===== config.mk =====
export PLATFORM = sky130hd
export DESIGN_NAME = ifetch_byte_asm
export DESIGN_NICKNAME = d
export VERILOG_FILES = /design/src/rtl/ifetch_byte_asm.sv
export SDC_FILE = /design/constraint.sdc
export NUM_CORES = 1
export LEC_CHECK = 0
export CAP_MARGIN = 20
export CORE_ASPECT_RATIO = 0.5
export CORE_MARGIN = 8
export CORE_UTILIZATION = 43
export CTS_BUF_LIST = sky130_fd_sc_hd__clkbuf_8 sky130_fd_sc_hd__clkbuf_16
export DETAILED_ROUTE_END_ITERATION = 10
export PLACE_DENSITY = 0.86
export SLEW_MARGIN = 20
export SYNTH_ARGS = -nofsm -noshare
export SYNTH_HDL_FRONTEND = slang
export SYNTH_SLANG_ARGS = --single-unit

===== constraint.sdc =====
create_clock -name clk -period 1.83 [get_ports clk]
set_clock_uncertainty 0.15 [all_clocks]
set_input_delay 0.183 -clock clk [delete_from_list [all_inputs] [get_ports clk]]
set_output_delay 0.183 -clock clk [all_outputs]
set_load 0.005 [all_outputs]

===== src/rtl/ifetch_byte_asm.sv =====
// rtl/ifetch_byte_asm.sv - two-beat byte-assembling instruction fetch from a dual-port 8-bit BRAM
//
// Purpose:
//   Fetches 32-bit instructions from a byte-wide, read-only dual-port BRAM.
//   Each fetch uses two read beats: beat one reads bytes 0 and 1, beat two
//   reads bytes 2 and 3. The bytes are assembled little-endian and the word is
//   handed to decode with a valid/ready handshake. A redirect flushes any
//   in-flight fetch and restarts at the new (word-aligned) PC.
//
// Ports:
//   clk                  clock; also clocks both BRAM ports
//   rst                  synchronous reset, active high
//   redirect_valid/pc    branch/jump target from execute
//   mem_ena/enb          BRAM port enables (high only in the two issue cycles)
//   mem_wea/web          BRAM write enables, tied low (fetch never writes)
//   mem_addra/addrb      BRAM byte addresses
//   mem_douta/doutb      BRAM read data, one cycle after the address
//   inst_valid/ready     handshake to decode
//   inst, inst_pc        assembled word and its byte address
//   misalign_err         one-cycle pulse after a non-word-aligned redirect
module ifetch_byte_asm #(
  parameter int          ADDR_W   = 12,
  parameter logic [31:0] RESET_PC = 32'h0000_0000
) (
  input  logic              clk,
  input  logic              rst,
  input  logic              redirect_valid,
  input  logic [31:0]       redirect_pc,
  output logic              mem_ena,
  output logic              mem_enb,
  output logic              mem_wea,
  output logic              mem_web,
  output logic [ADDR_W-1:0] mem_addra,
  output logic [ADDR_W-1:0] mem_addrb,
  input  logic [7:0]        mem_douta,
  input  logic [7:0]        mem_doutb,
  output logic              inst_valid,
  input  logic              inst_ready,
  output logic [31:0]       inst,
  output logic [31:0]       inst_pc,
  output logic              misalign_err
);

  typedef enum logic [1:0] {ISSUE_LO, ISSUE_HI, COLLECT, VALID} state_t;

  state_t            state;
  logic [31:0]       pc;
  logic [15:0]       lo_half;
  logic [ADDR_W-1:0] pc_base;
  logic              issue;

  // Only the low ADDR_W bits address the BRAM; the upper PC bits ride along
  // into inst_pc. pc is word-aligned, so base+3 never crosses the wrap.
  assign pc_base = pc[ADDR_W-1:0];

  assign mem_wea = 1'b0;
  assign mem_web = 1'b0;

  always_comb begin
    issue     = (state == ISSUE_LO) || (state == ISSUE_HI);
    mem_ena   = issue && !rst;
    mem_enb   = issue && !rst;
    mem_addra = pc_base;
    mem_addrb = pc_base + ADDR_W'(1);
    if (state == ISSUE_HI) begin
      mem_addra = pc_base + ADDR_W'(2);
      mem_addrb = pc_base + ADDR_W'(3);
    end
  end

  always_ff @(posedge clk) begin
    if (rst) begin
      state        <= ISSUE_LO;
      pc           <= RESET_PC;
      lo_half      <= 16'h0000;
      inst_valid   <= 1'b0;
      inst         <= 32'h0000_0013;
      inst_pc      <= 32'h0000_0000;
      misalign_err <= 1'b0;
    end else begin
      misalign_err <= 1'b0;
      if (redirect_valid) begin
        // Redirect wins over everything, including a handshake in VALID:
        // a word offered this cycle still counts as accepted by decode.
        // Data returning from an issued beat is simply never latched.
        pc           <= {redirect_pc[31:2], 2'b00};
        inst_valid   <= 1'b0;
        state        <= ISSUE_LO;
        misalign_err <= |redirect_pc[1:0];
      end else begin
        case (state)
          ISSUE_LO: state <= ISSUE_HI;
          ISSUE_HI: begin
            // Data for bytes 0/1 arrives now, one cycle after ISSUE_LO.
            lo_half <= {mem_doutb, mem_douta};
            state   <= COLLECT;
          end
          COLLECT: begin
            inst       <= {mem_doutb, mem_douta, lo_half};
            inst_pc    <= pc;
            pc         <= pc + 32'd4;
            inst_valid <= 1'b1;
            state      <= VALID;
          end
          VALID: begin
            if (inst_valid && inst_ready) begin
              inst_valid <= 1'b0;
              state      <= ISSUE_LO;
            end
          end
          default: state <= ISSUE_LO;
        endcase
      end
    end
  end

endmodule


==> results of run 1 <==
[power breakdown]
part | switching, mW | leakage, nW | internal (mW) | total, mW
combinational | 0.298 | 1.72 | 0.331 | 0.629
sequential | 0.0581 | 0.915 | 2.50 | 2.56
clock | 1.00 | 0.147 | 0.968 | 1.97
total | 1.36 | 2.78 | 3.80 | 5.16
[how the worst min path moves through the flow]
| stage | start | end | depth (start not counted) |
|---|---|---|---|
| finish | rst | pc[25]$_SDFFE_PP0P_ | 4 |
| global route | rst | pc[23]$_SDFFE_PP0P_ | 5 |
| CTS | rst | pc[25]$_SDFFE_PP0P_ | 4 |
| detailed placement | inst[27]$_SDFFE_PP0P_ | inst[27]$_SDFFE_PP0P_ | 2 |
| global placement | lo_half[8]$_SDFFE_PP0P_ | inst[8]$_SDFFE_PP0P_ | 2 |
| floorplan | redirect_pc[2] | pc[2]$_SDFFE_PP0P_ | 2 |
[routing by layer]
metal | vias to the layer above | GRT usage, %
met5 | - | 0
met4 | 0 | 5.24
met3 | 44 | 4.57
met2 | 229 | 35.6
met1 | 2526 | 23.7
li1 | 2515 | -
[timing repair]
action / in CTS / in global routing
setup buffers: 11 / 4
gates resized for setup: 22 / 45
setup endpoints to repair: 16 / 47
hold buffers: 0 / 0
pin swaps: 9 / 22
[cell usage in the layout, fill, tap and decap left out, types with 4 or more instances in the layout]
cell and n:
or4_1 6, clkdlybuf4s50_1 128, nor2b_1 4, and4_1 7, dlymetal6s2s_1 5, nand3_1 8
xnor2_1 5, buf_4 76, dfxtp_2 11, and3_1 5, nor4_4 6, a21oi_1 86
conb_1 6, nor2_1 26, buf_6 10, nand4_1 16, a211oi_1 7, xor2_1 4
nor3_1 4, a31oi_1 7, nor3b_1 6, nand2_1 188, dfxtp_1 99, clkbuf_16 9
[registers in the layout, summed over array words and instances (netlist names)]
| signal | flops |
|---|---|
| inst | 32 |
| inst_pc | 30 |
| pc | 30 |
| lo_half | 16 |
| state | 2 |
| inst_valid | 1 |
| misalign_err | 1 |
[cell type report]
class,instances,area (um2),area share [%]
clock buffers,9,225,3.00
clock inverters,7,66.3,0.883
flip-flops and latches,112,2260,30.2
repair buffers,226,2100,28.0
multi-input cells,459,2630,35.0
inverters,5,18.8,0.250
well taps,159,199,2.65
[critical path, delay by kind of cell, from the launching register on]
family,cells,cell delay [ns]
buffers and inverters,2,0.34
AOI/OAI and AO/OA,2,0.54
and+or+nand+nor,2,0.37
DFF,1,0.39
[kinds of logic after synthesis]
| kind of cell | share of synthesized area, % |
|---|---|
| buffers and inverters | 7.98 |
| and+or+nand+nor | 28.4 |
| other | 0.150 |
| muxes | 0.400 |
| adders and majority gates | 1.25 |
| xor gates and xnor gates | 1.75 |
| DFF | 44.8 |
| AOI/OAI and AO/OA | 15.3 |
==> out/qor.yml, run 1 <==
synth.most_common_cell: "nand2_1"
postLayoutCoreUtil_pct: 67.1
crit_chain: "nand4_4 > buf_4 > or2_4 > buf_4 > o311ai_0 > a31oi_1"
synth_edf_count: 0
wl_met3_um: 1070
rsz0062_at_grt: "true"
irDropWorstVdd_mv: 0.467
critPathRequiredTime_ns: 1.90
grt_pass1_wl_um: 25600
synth-seq-area-share_pct: 44.8
hold_viol_final: 0
htreeDepth: 3
fp-row-count: 27
via_per_inst: 5.44
pin_count: 146
path_clk_slew_ns: 0.08
crit_fanout: 5
grt_pass1_vias: 5062
max_slew_margin_pct: 66.4
clkLatencyLatePin_ns: 0.36
grt_usage_pct: 19.8
wl_met1_um: 6810
ys_seq_elements: 112
synth_common_cells: "nand2_1, dfxtp_1, a21oi_1"
dieArea_um2: 15600
r2r_end: "pc[19]$_SDFFE_PP0P_"
stdcell_area_um2: 7510
max_freq_mhz: 519
initial_utilization_pct: 44.7
p_per_area_nw_per_um2: 687
period_minus_slack_ns: 1.93
post-place-cells: 946
area.growth.synth_to_final_pct: 50.0
antenna_found_initial: 0
period_share_pct: 105
maxCapViolCount: 0
numCtsBuffers: 9
coreArea_um2: 11200
drv_slew: 0
synth_area_leaders: "dfxtp_1, nand2_1, a21oi_1"
tightest_slew_ns: 0.504
dr.pass1.iters: 4
overflow: 0
fp.dieW_um: 169
violations: "negative setup slack"
gp_congestion: 0.892
cp.arrival_ns: 2.00
setup_viol_count_final: 10
place_hpwl_um: 11100
worstSetupPathType: "flip-flop to flip-flop"
synth_area_leader_cell: "dfxtp_1"
topRoutingLayerUsed: "met4"
synth_top_area_share_pct: 44.8
endpoint: "pc[19]$_SDFFE_PP0P_"
fillCellCount: 851
slowest_stage: "dfxtp_4"
numPortBuffers: 139
timing.final.ws_setup_ns: -0.0978
fin_cells: 977
drive_gt1_share_pct: 19.3
clock-sinks: 112
synth_ff_type: "dfxtp_1"
synth_cell_type_count: 49
ff2ff_setup_slack_ns: -0.1
diodes: 0
leakage_nw: 2.78
end_kind: "flip-flop"
drcViolationCount: 0
r2r_start: "pc[3]$_SDFFE_PP0P_"
synth_area_per_cell_um2: 7.77
outcome: "finished, violations left"
dieHeight_um: 92.3
synth_area_um2: 5000
place_area_um2: 6860
ys_warn_count: 0
crit_path_start_kind: "flip-flop"
clockBufferDepth: 2
ant_nets: 0
syn_inst: 644
nets: 870
met2_length_um: 8200
drt-initial-drc-count: 414
grt_max_degree: 63
clockRootBuffer: "clkbuf_16"
finalWirelength_um: 16500
async_flop_share_pct: 0
min-delay-path-class: "input port to flip-flop"
dp_slack_ns: -0.300
setup_tns_ns: -0.436
avgRoutedWirePerCell_um: 16.9
rr_worst_depth: 6
holdWs_ns: 0.232
worst_path_most_repeated_cell: "buf_4"
cts_tree: "done"
vias: 5314
power.total_mw: 5.16
slowest_delay_ns: 0.39
crit_start: "pc[3]$_SDFFE_PP0P_"
Note: power is estimated with default switching activity, not from simulation.
==> run 2, diff against run 1 <==
CORE_ASPECT_RATIO = 1.75   (was 0.5)
==> run 2 against run 1 <==
Compared with the run above:
- critical path type unchanged
- hold slack worse by 0.013 ns
- global-route usage is 0.17 points higher
- largest cell class unchanged
- worst setup slack worse by 0.18 ns
- highest routed layer unchanged
- largest power group unchanged
- the flow still finishes with violations (negative setup slack)
- cell count is 1.4% lower
- die area is 0.47% lower
==> out/qor.yml, run 2 (same netlist as run 1, synthesis figures left out) <==
grt_pass1_vias: 5150
numPortBuffers: 139
irDropWorstVdd_mv: 0.738
critPathRequiredTime_ns: 1.96
final_cell_mix: "nand2_1, clkdlybuf4s50_1, dfxtp_1"
avgRoutedWirePerCell_um: 18.2
setup_viol_count_final: 20
antenna_found_initial: 0
p_per_area_nw_per_um2: 686
worstSetupPathType: "flip-flop to flip-flop"
power.total_mw: 5.19
maxCapViolCount: 0
diodes: 0
fin_cells: 963
internal_power_mw: 3.82
postLayoutCoreUtil_pct: 66.0
min_to: "pc[2]$_SDFFE_PP0P_"
stdcell_area_um2: 7560
fp-row-count: 52
crit_fanout: 4
r2r_start: "pc[12]$_SDFFE_PP0P_"
drcViolationCount: 0
gp_congestion: 0.928
dieArea_um2: 15500
netSwitchingFraction_pct: 26.4
tightest_slew_ns: 0.707
overflow: 0
vias: 5411
max_freq_mhz: 474
ff2ff_setup_slack_ns: -0.28
htreeDepth: 3
rr_worst_depth: 5
post-place-cells: 924
largest_reg_flops: 32
holdPathStages: 3
finalWirelength_um: 17600
ant_nets: 0
fp.dieW_um: 97.5
comb_power_share_pct: 12.7
clkLatencyLatePin_ns: 0.36
outcome: "finished, violations left"
period_minus_slack_ns: 2.11
dr.pass1.iters: 5
cp.arrival_ns: 2.24
p_seq_share_pct: 49.4
r2r_end: "pc[17]$_SDFFE_PP0P_"
place_area_um2: 6840
dieHeight_um: 159
drv_slew: 0
place_hpwl_um: 11500
path_clk_slew_ns: 0.08
top_regs: "inst x32, inst_pc x30, pc x30"
hold_viol_final: 0
timing.final.ws_setup_ns: -0.282
clock-sinks: 112
area.growth.synth_to_final_pct: 51.1
via_per_inst: 5.62
switchingPower_mw: 1.37
max_flop_register: "inst"
clock_power_share_pct: 37.9
period_share_pct: 115
grt_max_degree: 71
initial_utilization_pct: 43.7
grt_pass1_wl_um: 25600
numCtsBuffers: 9
grt_usage_pct: 20.0
end_kind: "flip-flop"
clockBufferDepth: 2
max_slew_margin_pct: 52.9
pin_count: 146
leakage_nw: 2.75
nets: 880
drt-initial-drc-count: 359
coreArea_um2: 11500
hp-start: "redirect_pc[2]"
clockRootBuffer: "clkbuf_16"
crit_path_start_kind: "flip-flop"
cts_tree: "done"
rsz0062_at_grt: "true"
drive_gt1_share_pct: 21.0
violations: "negative setup slack"
layout_commonest_cell: "nand2_1"
min-delay-path-class: "input port to flip-flop"
## run 2: cell count changes in the layout (fill, tap and decap cells not counted), moves of 2 or more
| cell | previous run | this run |
|---|---|---|
| dlymetal6s2s_1 | 5 | 0 |
| nor4_4 | 6 | 4 |
| clkdlybuf4s50_1 | 128 | 133 |
| buf_4 | 76 | 83 |
| buf_6 | 10 | 13 |
| dlygate4sd2_1 | 3 | 1 |
## run 2: routing by layer
| metal | part of all wire [%] | up-vias | global-route usage, % |
|---|---|---|---|
| met5 | 0 | - | 0 |
| met4 | 5.3 | 0 | 12.8 |
| met3 | 5.3 | 70 | 4.87 |
| met2 | 54 | 241 | 36.7 |
| met1 | 35 | 2565 | 19.2 |
| li1 | - | 2535 | - |
## run 2: worst max-delay path: stages (launching register included)
cell     delay [ns]
dfxtp_2        0.34
nand4_1        0.20
buf_4          0.22
or4_4          0.56
or3_4          0.37
a31oi_4        0.19
## run 2: how the worst max path moves through the flow
| stage | endpoint | cells past startpoint | slack, ns | from |
|---|---|---|---|---|
| 6_report | pc[17]$_SDFFE_PP0P_ | 5 | -0.28 | pc[12]$_SDFFE_PP0P_ |
| 5_1_grt | pc[19]$_SDFFE_PP0P_ | 6 | -0.37 | pc[12]$_SDFFE_PP0P_ |
| 4_1_cts | pc[19]$_SDFFE_PP0P_ | 6 | -0.10 | state[1]$_SDFFE_PP0P_ |
| 3_5_place_dp | pc[25]$_SDFFE_PP0P_ | 5 | -0.29 | redirect_valid |
| 3_3_place_gp | pc[25]$_SDFFE_PP0P_ | 5 | -0.26 | redirect_valid |
| 2_1_floorplan | pc[15]$_SDFFE_PP0P_ | 7 | -0.09 | state[0]$_SDFFE_PP0P_ |
## run 2: cell type report
class	instances	area, um2
clock buffers	9	225
clock inverters	7	71.3
fillers	851	3890
inverters	5	18.8
multi-input cells	459	2650
flip-flops and latches	112	2260
well taps	135	169
repair buffers	236	2170
## run 2: power groups by stage
| stage | clock network (mW) | logic, mW | registers [mW] |
|---|---|---|---|
| after floorplan | 0 | 0.266 | 2.62 |
| after global placement | 0 | 0.595 | 2.61 |
| after detailed placement | 0 | 0.602 | 2.61 |
| after CTS | 2.00 | 0.618 | 2.56 |
| after global routing | 2.09 | 0.705 | 2.57 |
| final | 1.97 | 0.658 | 2.56 |
## run 2: through the flow
step / setup TNS, ns / worst slack [ns] / hold WS (ns)
2_1_floorplan: -0.261 / -0.0935 / 0.167
3_3_place_gp: -6.23 / -0.260 / 0.286
3_5_place_dp: -8.64 / -0.292 / 0.295
4_1_cts: -0.476 / -0.103 / 0.199
5_1_grt: -4.51 / -0.371 / 0.254
6_report: -2.77 / -0.282 / 0.219
## run 2: timing repair
| action | 4_1_cts | 5_1_grt |
|---|---|---|
| pin swaps | 16 | 25 |
| hold buffers | 0 | 0 |
| gates resized for setup | 28 | 46 |
| endpoints found under the setup margin | 20 | 77 |
| buffers inserted | 8 | 15 |
==> run 3, diff against run 2 <==
PLACE_DENSITY = not set   (was 0.86)
PLACE_DENSITY_LB_ADDON = 0.12   (was not set)
==> run 3 against run 2 <==
Compared with the run above:
- the flow still finishes with violations (negative setup slack)
- die area unchanged
- cell count down 0.42%
- non-clock buffer count fell by 4
- power shrank 1.5%
- hold slack worse by 0.044 ns
- sequential share of layout area is 0.17 points higher
- utilization decreased by 0.38 points
- flip-flop and latch count did not move
- critical path type unchanged
- largest cell class unchanged
==> out/qor.yml, run 3 (same netlist as run 1, synthesis figures left out) <==
outcome: "finished, violations left"
violations: "negative setup slack"
place_area_um2: 6880
dp_slack_ns: -0.374
largest_reg_flops: 32
worstSetupPathType: "flip-flop to flip-flop"
clockRootBuffer: "clkbuf_16"
timing.final.ws_setup_ns: -0.121
fin_cells: 959
stdcell_area_um2: 7520
crit_fanout: 4
place_hpwl_um: 12200
gp_congestion: 0.943
irDropWorstVdd_mv: 0.573
drv_slew: 0
max_flop_register: "inst"
ant_nets: 0
nets: 876
grt_usage_pct: 20.3
fillCellCount: 1003
max_freq_mhz: 513
fp.dieW_um: 97.5
cts_tree: "done"
via_per_inst: 5.41
critPathRequiredTime_ns: 1.93
diodes: 0
dr.pass1.iters: 4
fp-row-count: 52
grt_pass1_vias: 5157
layout_commonest_cell: "nand2_1"
area.growth.synth_to_final_pct: 50.3
clockBufferDepth: 2
period_minus_slack_ns: 1.95
path_clk_slew_ns: 0.08
numPortBuffers: 139
crit_path_start_kind: "flip-flop"
overflow: 0
setup_tns_ns: -0.997
rsz0062_at_grt: "true"
power.total_mw: 5.11
initial_utilization_pct: 43.7
period_share_pct: 107
htreeDepth: 3
antenna_found_initial: 0
slowest_delay_ns: 0.39
grt_max_degree: 63
final_cell_mix: "nand2_1, clkdlybuf4s50_1, dfxtp_1"
slowest_stage: "dfxtp_4"
vias: 5185
tightest_slew_ns: 0.547
drive_gt1_share_pct: 20.6
post-place-cells: 929
maxCapViolCount: 0
cp.arrival_ns: 2.05
avgRoutedWirePerCell_um: 17.1
crit_chain: "ha_4 > nand4_1 > buf_6 > nor4_4 > nand2_2 > a2111oi_4"
top_regs: "inst x32, inst_pc x30, pc x30"
drt-initial-drc-count: 245
dieHeight_um: 159
grt_pass1_wl_um: 26000
setup_viol_count_final: 15
finalWirelength_um: 16400
coreArea_um2: 11500
pin_count: 146
end_kind: "flip-flop"
clock-sinks: 112
hold_viol_final: 0
clkLatencyLatePin_ns: 0.35
max_slew_margin_pct: 63.5
min-delay-path-class: "input port to flip-flop"
dieArea_um2: 15500
leakage_nw: 2.75
drcViolationCount: 0
p_per_area_nw_per_um2: 680
numCtsBuffers: 9
cts_hold_buffers: 0
==> run 3: cell count changes in the layout (fill, tap and decap cells not counted), moves of 2 or more <==
cell	before	now
nor2_1	26	24
buf_6	13	8
inv_1	2	4
inv_8	3	1
nor4_2	2	4
dlymetal6s2s_1	0	2
clkinv_4	0	2
==> run 3: what timing repair did <==
| item | in CTS | in global routing |
|---|---|---|
| setup buffers | 10 | 5 |
| endpoints found under the setup margin | 24 | 73 |
| pin swaps | 31 | 18 |
| endpoints found under the hold margin | 0 | 0 |
| gates resized for setup | 31 | 35 |
==> run 3: where the power goes <==
| group | leakage, nW | internal (mW) | total, mW | switching, mW |
|---|---|---|---|---|
| Combinational | 1.68 | 0.339 | 0.637 | 0.298 |
| Sequential | 0.915 | 2.50 | 2.56 | 0.0558 |
| Clock | 0.146 | 0.957 | 1.91 | 0.956 |
==> run 3: path summary, 6_finish.rpt <==
| kind | slack, ns | depth (start not counted) | to | start |
|---|---|---|---|---|
| setup / recovery | -0.12 | 6 | pc[26]$_SDFFE_PP0P_ | pc[3]$_SDFFE_PP0P_ |
| hold / removal | 0.17 | 4 | pc[31]$_SDFFE_PP0P_ | rst |
| setup reg to reg | -0.12 | 6 | pc[26]$_SDFFE_PP0P_ | pc[3]$_SDFFE_PP0P_ |
| hold reg to reg | 0.31 | 2 | inst[31]$_SDFFE_PP0P_ | inst[31]$_SDFFE_PP0P_ |
==> run 3: area by class of cell <==
class                      count  area [um2]  area share [%]
clock buffer                   9         225            3.00
clock inverter                 7        66.3           0.882
inverter                       5        18.8           0.250
multi-input combinational    459        2640            35.1
sequential                   112        2260            30.1
tap                          135         169            2.25
timing repair buffer         232        2140            28.4
==> run 3: routing by layer <==
layer	share of wire, %	global-route usage [%]
met1	35	19.2
met2	57	39.7
met3	4.9	4.43
met4	3.1	8.52
met5	0	0
==> run 3: metrics by stage <==
stage | utilization [%] | hold slack, ns
after floorplan | - | 0.167
after global placement | 60.1 | 0.286
after detailed placement | 60.1 | 0.295
after CTS | 64.2 | 0.154
after global routing | 65.7 | 0.169
final | 65.7 | 0.175
==> run 3: critical path: cells and delay by family, from the launching register on <==
| family | cells | cell delay (ns) |
|---|---|---|
| flip-flops | 1 | 0.39 |
| adder cells (fa/ha/maj) | 1 | 0.14 |
| AND/OR/NAND/NOR | 3 | 0.63 |
| buffers and inverters | 1 | 0.24 |
| AO/OA/AOI/OAI | 1 | 0.30 |
